**src/rtl/fa_pkg.sv**
```systemverilog
// -----------------------------------------------------------------------------
// fa_pkg
// Shared definitions for the full-adder checker:
//   VEC_W / ERR_W  : widths of the vector index and the error counter
//   ERR_MAX        : largest error count a run can produce (one per vector)
//   LAST_VEC       : index of the final vector of a run
//   fa_state_t     : checker FSM state encoding (IDLE / RUN / DONE)
//   fa_expected()  : golden {carry,sum} for a vector {a,b,cin}
// -----------------------------------------------------------------------------
`timescale 1ns/1ps

package fa_pkg;

    localparam int VEC_W = 3;
    localparam int ERR_W = 4;

    localparam logic [ERR_W-1:0] ERR_MAX  = 4'd8;
    localparam logic [VEC_W-1:0] LAST_VEC = 3'd7;

    typedef enum logic [1:0] {
        ST_IDLE = 2'd0,
        ST_RUN  = 2'd1,
        ST_DONE = 2'd2
    } fa_state_t;

    // Arithmetic sum of the three operand bits, returned as {carry,sum}.
    function automatic logic [1:0] fa_expected(input logic [VEC_W-1:0] vec);
        logic [1:0] w_total;
        w_total = {1'b0, vec[2]} + {1'b0, vec[1]} + {1'b0, vec[0]};
        return w_total;
    endfunction

endpackage : fa_pkg

```
**src/rtl/fa_vector_gen.sv**
```systemverilog
// -----------------------------------------------------------------------------
// fa_vector_gen
// Vector counter plus settle timer for the full-adder checker.
// Ports:
//   clk, rst   : clock, asynchronous active-high reset
//   i_load     : restart at vector 0 with a fresh settle period
//   i_run      : advance the settle timer / vector counter
//   o_vec      : current vector index {a,b,cin} (registered)
//   o_sample   : this cycle is the last held cycle of the current vector;
//                the response is sampled on the edge that ends it
//   o_last     : current vector is the final one (7)
// Parameter:
//   SETTLE_CYCLES : cycles each vector is held (>= 1)
// -----------------------------------------------------------------------------
`timescale 1ns/1ps

module fa_vector_gen
    import fa_pkg::*;
#(
    parameter int SETTLE_CYCLES = 1
) (
    input  logic             clk,
    input  logic             rst,
    input  logic             i_load,
    input  logic             i_run,
    output logic [VEC_W-1:0] o_vec,
    output logic             o_sample,
    output logic             o_last
);

    localparam int CNT_W = $clog2(SETTLE_CYCLES + 1);
    localparam logic [CNT_W-1:0] CNT_LOAD = CNT_W'(SETTLE_CYCLES);
    localparam logic [CNT_W-1:0] CNT_ONE  = CNT_W'(1);

    logic [VEC_W-1:0] r_vec;
    logic [CNT_W-1:0] r_cnt;
    logic             w_sample;

    // The timer counts the remaining held cycles of the current vector,
    // from SETTLE_CYCLES down to 1; the cycle in which it reads 1 is the
    // last held cycle.
    assign w_sample = i_run && (r_cnt == CNT_ONE);

    // After vector 7 the counter wraps to 0, so the stimulus returns to
    // 000 in DONE without any extra clearing logic.
    always_ff @(posedge clk or posedge rst) begin
        if (rst) begin
            r_vec <= '0;
            r_cnt <= CNT_LOAD;
        end else if (i_load) begin
            r_vec <= '0;
            r_cnt <= CNT_LOAD;
        end else if (w_sample) begin
            r_vec <= r_vec + VEC_W'(1);
            r_cnt <= CNT_LOAD;
        end else if (i_run) begin
            r_cnt <= r_cnt - CNT_ONE;
        end
    end

    assign o_vec    = r_vec;
    assign o_sample = w_sample;
    assign o_last   = (r_vec == LAST_VEC);

endmodule : fa_vector_gen

```
**config.mk**
```make
export PLATFORM = sky130hd
export DESIGN_NAME = fa_vector_gen
export DESIGN_NICKNAME = d
export VERILOG_FILES = /design/src/rtl/fa_pkg.sv /design/src/rtl/fa_vector_gen.sv
export SDC_FILE = /design/constraint.sdc
export NUM_CORES = 1
export LEC_CHECK = 0
export ABC_CLOCK_PERIOD_IN_PS = 2100
export CAP_MARGIN = 20
export CORE_AREA = 2 2 39 41
export CTS_BUF_LIST = sky130_fd_sc_hd__clkbuf_16
export DETAILED_ROUTE_END_ITERATION = 16
export DIE_AREA = 0 0 41 43
export PLACE_DENSITY_LB_ADDON = 0.3
export SLEW_MARGIN = 20
export SYNTH_ARGS = -nofsm -noshare
export SYNTH_HDL_FRONTEND = slang
export SYNTH_SLANG_ARGS = --single-unit
```
**constraint.sdc**
```tcl
create_clock -name clk -period 2.1 [get_ports clk]
set_input_delay 0.63 -clock clk [delete_from_list [all_inputs] [get_ports clk]]
set_output_delay 0.63 -clock clk [all_outputs]
set_load 0.03 [all_outputs]
```
==> impl_metrics.toml, run 1 <==
[status]
run_status = "finished clean"

[setup_path]
worst_path_max_delay_cell = "clkdlybuf4s50_1"
cpLargestDelayFamily = "buffers and inverters"
worstReg2RegStart = "o_vec[0]"
timing.critical_path.fanout_max = 2
crit_type = "primary input to primary output"
worstSetupEndpointType = "primary output"
crit_path_cell_trace = "clkdlybuf4s50_1 -> and2_4 -> buf_4"
crit_start = "i_run"
worst_path_largest_cell_delay_ps = 480
crit_required_ps = 1470
worst-path-stages = 3
crit-reg2reg-capture = "o_vec[2]"
critPathCapture = "o_sample"
number_of_cells_on_the_worst_reg_to_reg_path = 4
critical_path.startpoint_type = "primary input"
setup.reg_to_reg.worst_slack_ps = 950
crit_arrival_ps = 1420
crit_buf_inv = 2

[logic_synthesis]
syn_inst = 18
yosysSeqAreaShare_pct = 48.2
syn_area_sq_um = 210
ys_ff_latch = 4
synth_area_leaders = "dfrtp_1 (36%), dfstp_2 (13%), ha_1 (12%)"
synthDominantAreaCellType = "dfrtp_1"
netlist.area_leader.share_pct = 35.7
yosys.cell_types.count = 12
post_synthesis_net_count = 24
ys_warn_count = 0
synthesis.area_per_instance_sq_um = 11.7

[pwr]
p_leak_nw = 0.188
power_density_mw_per_mm2 = 1090
finalPower_w = 0.000430
p_clk_share_pct = 70.6
internal-power_w = 0.000349
power_frac_comb_pct = 9.8
netSwitchingFraction_pct = 18.8
switching_power_total_w = 0.0000808
proportion_of_power_drawn_by_flip_flops_and_latches_pct = 19.7
peakVddDrop_mv = 0.538

[finish]
post_route_cells_drive_above_1_share_pct = 32.3
insertedDiodeCount = 0
numnets_final = 38
finalCoreUtilization_pct = 28.4
layout-area-overhead-vs-synth_pct = 86.9

[sta]
timing.setup.tns_ps = 0
rsz0062_at_grt = "no"
report.final.setup_viol = 0
max_freq_ghz = 0.489
final.period_utilization_pct = 97.4
hold_viol_final = 0
worst_clock_skew_ps = 0.896
timing.slew.headroom_pct = 78.8
worst_margin_slew_ps = 317
slew_viol_final = 0
finalCriticalPeriod_ps = 2050

[clock_tree]
count_of_hold_fix_buffers_inserted_at_cts = 0
cts-buffers-inserted = 3
clock_sinks = 4
clk_path_buf_depth = 2
cts.repair_timing.setup_buffer_count = 0
htree_levels = 1
clock_insertion_delay_worst_skew_ps = 230
clock-root-buffer = "clkbuf_16"
clkTransAtPathRegs_ps = 30
cts_tree = "built"

[routing]
finalWirelength_um = 473
ant_nets = 0
drcViolationCount = 0
route.detailed.wl_per_inst_um = 10.1
vias_after_detailed_routing = 175
initialDrtViolationCount = 1
firstDrtPassIters = 2
detail_route.vias_per_cell = 3.72

[flow_run]
maxCapViolations = 0

[floorplan]
fp.dieW_um = 41
design.die.area_sq_mm = 0.00176
rows = 14
core_area_sq_mm = 0.00138
io_pins = 9
start_util_pct = 15.2
die_height_um = 43

[placed_design]
placer_congestion_estimate = 0.626
io_buffer_count = 8

[global_routing]
grt.overflow.total = 0
grt.total_usage_pct = 8.37
initial_antenna_violation_count = 0
grt_start_max_net_pins = 7
first_pass_grt_wire_length_um = 807
grt_pass1_vias = 173

[worst_hold_path]
worstHoldPathType = "flop to flop"
[stage by stage]
step | instance area (sq um) | instances | hold WS (ps) | setup slack, ps
detailed placement | 315 | 43 | 545 | 57.0
global route | 393 | 47 | 585 | 29.2
floorplan | 210 | 18 | 395 | 439
finish | 393 | 47 | 550 | 54.9
CTS | 393 | 47 | 552 | 51.2
global placement | 315 | 43 | 540 | 69.5
[cells by family after synthesis]
family	count (synthesis)	synth area share, %
simple gates	6	16.7
compound gates	4	14.3
flops	4	48.2
fa+ha+maj	2	11.9
buf+inv	1	1.78
mux	1	7.14
[synth_stat cells]
| cell | count |
|---|---|
| ha_1 | 2 |
| dfstp_2 | 1 |
| inv_1 | 1 |
| nand3_1 | 2 |
| a21oi_1 | 2 |
| or3_1 | 1 |
| dfrtp_1 | 3 |
| a21bo_2 | 2 |
| nor2_1 | 1 |
| and2_4 | 1 |
| nor2b_1 | 1 |
| mux2_4 | 1 |
[registers in the layout, indices dropped and copies added, names as in the netlist]
| register | count |
|---|---|
| o_vec | 3 |
| r_cnt | 1 |
[tightest hold or removal path: cells and delay by family (launching register included)]
| family | cells | cell delay, ps |
|---|---|---|
| DFF | 1 | 380 |
| and+or+nand+nor | 1 | 70 |
| AOI/OAI and AO/OA | 1 | 50 |
[how the worst min path moves through the flow]
stage | start | endpoint | slack (ps) | cells after the start
after floorplan | rst | o_vec[0] | 400 | 1
after global placement | r_cnt | o_vec[2] | 540 | 2
after detailed placement | r_cnt | o_vec[2] | 550 | 2
after CTS | r_cnt | o_vec[2] | 550 | 2
after global routing | r_cnt | o_vec[2] | 590 | 2
final | r_cnt | o_vec[2] | 550 | 2
[placed cells by master, fill, tap and decap left out, drive strengths merged, types with 2 or more instances in the layout]
cell and n:
clkdlybuf4s50 6, buf 2, inv 2, ha 2
dfrtp 3, nand3 2, a21bo 2, a21oi 2
clkbuf 3
[area by class of cell]
cell class                 count  area [sq um]
fill                         142           991
multi-input combinational     13           105
sequential                     4           101
timing repair buffer           9          83.8
clock buffer                   3          75.1
tap                           16          20.0
clock inverter                 1          3.75
inverter                       1          3.75
[power by group through the flow]
stage / combinational [W] / sequential [W] / clock (W)
6_report: 0.0000419 / 0.0000846 / 0.000304
5_1_grt: 0.0000459 / 0.0000851 / 0.000316
4_1_cts: 0.0000425 / 0.0000846 / 0.000311
3_5_place_dp: 0.0000422 / 0.0000853 / 0
3_3_place_gp: 0.0000416 / 0.0000851 / 0
2_1_floorplan: 0.0000152 / 0.0000918 / 0
[routing by layer]
metal	track usage, %	vias up	wire [um]
li1	-	88	-
met1	9.12	72	238
met2	7.81	12	153
met3	9.42	3	65
met4	8.00	0	16
met5	0	-	0
[timing repair]
item | CTS | global route
gates resized for setup | 1 | 0
endpoints found under the hold margin | 0 | 0
endpoints found under the setup margin | 1 | 0
Note: power is estimated with default switching activity, not from simulation.
==> run 2: changes to the inputs <==
ABC_CLOCK_PERIOD_IN_PS = 2250   (was 2100)
clock period = 2.25 ns   (was 2.1 ns; I/O delays follow)
==> run 2 against run 1 <==
Clock skew is 2.4 ps higher. Final area stayed put. Sequential power is 7.1% lower. Die area stayed put. Critical path type unchanged. Non-clock buffer count stayed put. Critical endpoint unchanged. Clock power is 6% lower. Total power is 6.4% lower.
==> impl_metrics.toml, run 2 (synthesized netlist as in run 1, its figures left out) <==
[clock_tree]
clk_path_buf_depth = 2
clock-root-buffer = "clkbuf_16"
htree_levels = 1
clock_sinks = 4
cts.repair_timing.setup_buffer_count = 0
cts-buffers-inserted = 3
clock_insertion_delay_worst_skew_ps = 230
cts_tree = "built"
clkTransAtPathRegs_ps = 30

[setup_path]
critical_path.startpoint_type = "primary input"
worstReg2RegStart = "o_vec[0]"
crit_start = "i_run"
crit_arrival_ps = 1450
number_of_cells_on_the_worst_reg_to_reg_path = 4
crit-reg2reg-capture = "o_vec[2]"
setup.reg_to_reg.worst_slack_ps = 1110
critPathCapture = "o_sample"
crit_required_ps = 1570
worstSetupEndpointType = "primary output"
timing.critical_path.fanout_max = 2
crit_type = "primary input to primary output"

[worst_hold_path]
worst_hold_startpoint = "r_cnt"
worstHoldPathType = "flop to flop"

[placed_design]
pre_cts_slack_ps = 119
placer_congestion_estimate = 0.606
io_buffer_count = 8
dpl.hpwl_um = 339

[flow_run]
maxCapViolations = 0

[sta]
final.period_utilization_pct = 94.6
rsz0062_at_grt = "no"
timing.slew.headroom_pct = 78.9
slew_viol_final = 0
report.final.setup_viol = 0
hold_viol_final = 0
finalCriticalPeriod_ps = 2130
worst_margin_slew_ps = 316
worst_clock_skew_ps = 3.28
timing.setup.tns_ps = 0
max_freq_ghz = 0.470
timing.final.ws_setup_ps = 121

[floorplan]
design.die.area_sq_mm = 0.00176
core_area_sq_mm = 0.00138
die_height_um = 43
rows = 14
fp.dieW_um = 41
start_util_pct = 15.2
io_pins = 9

[routing]
detail_route.vias_per_cell = 3.79
finalWirelength_um = 474
route.detailed.wl_per_inst_um = 10.1
vias_after_detailed_routing = 178
firstDrtPassIters = 1
drcViolationCount = 0
ant_nets = 0
initialDrtViolationCount = 0

[finish]
layout.area.seq_sq_um = 101
fillerInstances = 148
multi_input_comb_area_sq_um = 105
insertedDiodeCount = 0
mostFrequentLayoutCell = "clkdlybuf4s50_1"
post_route_cells_drive_above_1_share_pct = 32.3
layout-area-overhead-vs-synth_pct = 86.9
finalCoreUtilization_pct = 28.4
numnets_final = 38
largest_register_ff_count = 3
leading_cell_types_in_the_layout_fill_and_taps_excluded = "clkdlybuf4s50_1 (6), clkbuf_16 (3), dfrtp_1 (3)"

[pwr]
peakVddDrop_mv = 0.388
power_density_mw_per_mm2 = 1030
finalPower_w = 0.000403
p_leak_nw = 0.188

[global_routing]
first_pass_grt_wire_length_um = 710
grt_start_max_net_pins = 7
grt_pass1_vias = 163
grt.total_usage_pct = 7.45
initial_antenna_violation_count = 0
grt.overflow.total = 0

[status]
run_status = "finished clean"
[run 2: cell counts in the layout (fill, tap and decap cells not counted)]
Identical to the previous run, type by type.
[run 2: final cells by class]
class	instances	area share [%]
flip-flops and latches	4	25.8
clock inverters	1	0.955
clock buffers	3	19.1
repair buffers	9	21.3
inverters	1	0.955
well taps	16	5.10
multi-input cells	13	26.8
[run 2: metrics by stage]
step                      area [sq um]  hold WS, ps  std cells
after floorplan                    210          440         18
final                              393          541         47
after global placement             315          539         43
after global routing               393          575         47
after detailed placement           315          546         43
after CTS                          393          546         47
[run 2: worst max-delay path, cell delays in order]
cell             delay (ps)
clkdlybuf4s50_1         480
and2_4                  150
buf_4                   150
[run 2: worst min-delay path by stage]
stage,to,slack [ps],depth (start not counted)
final,o_vec[2],540,2
after global routing,o_vec[2],580,2
after CTS,o_vec[2],550,2
after detailed placement,o_vec[2],550,2
after global placement,o_vec[2],540,2
after floorplan,o_vec[0],440,1
[run 2: metal layers]
layer,routed length [um],global-route usage [%],vias to the layer above
li1,-,-,88
met2,136,6.88,11
met1,242,7.47,75
met5,0,0,-
met3,60,5.76,4
met4,35,12.0,0
[run 2: timing repair]
action                                  in CTS  in global routing
resized for setup                            1                  0
hold endpoints to repair                     0                  0
hold buffers                                 0                  0
endpoints found under the setup margin       1                  0
[run 2: where the power goes]
| group | internal [W] | switching [W] |
|---|---|---|
| Sequential | 0.0000758 | 0.00000281 |
| Combinational | 0.0000204 | 0.0000185 |
| Clock | 0.000230 | 0.0000555 |
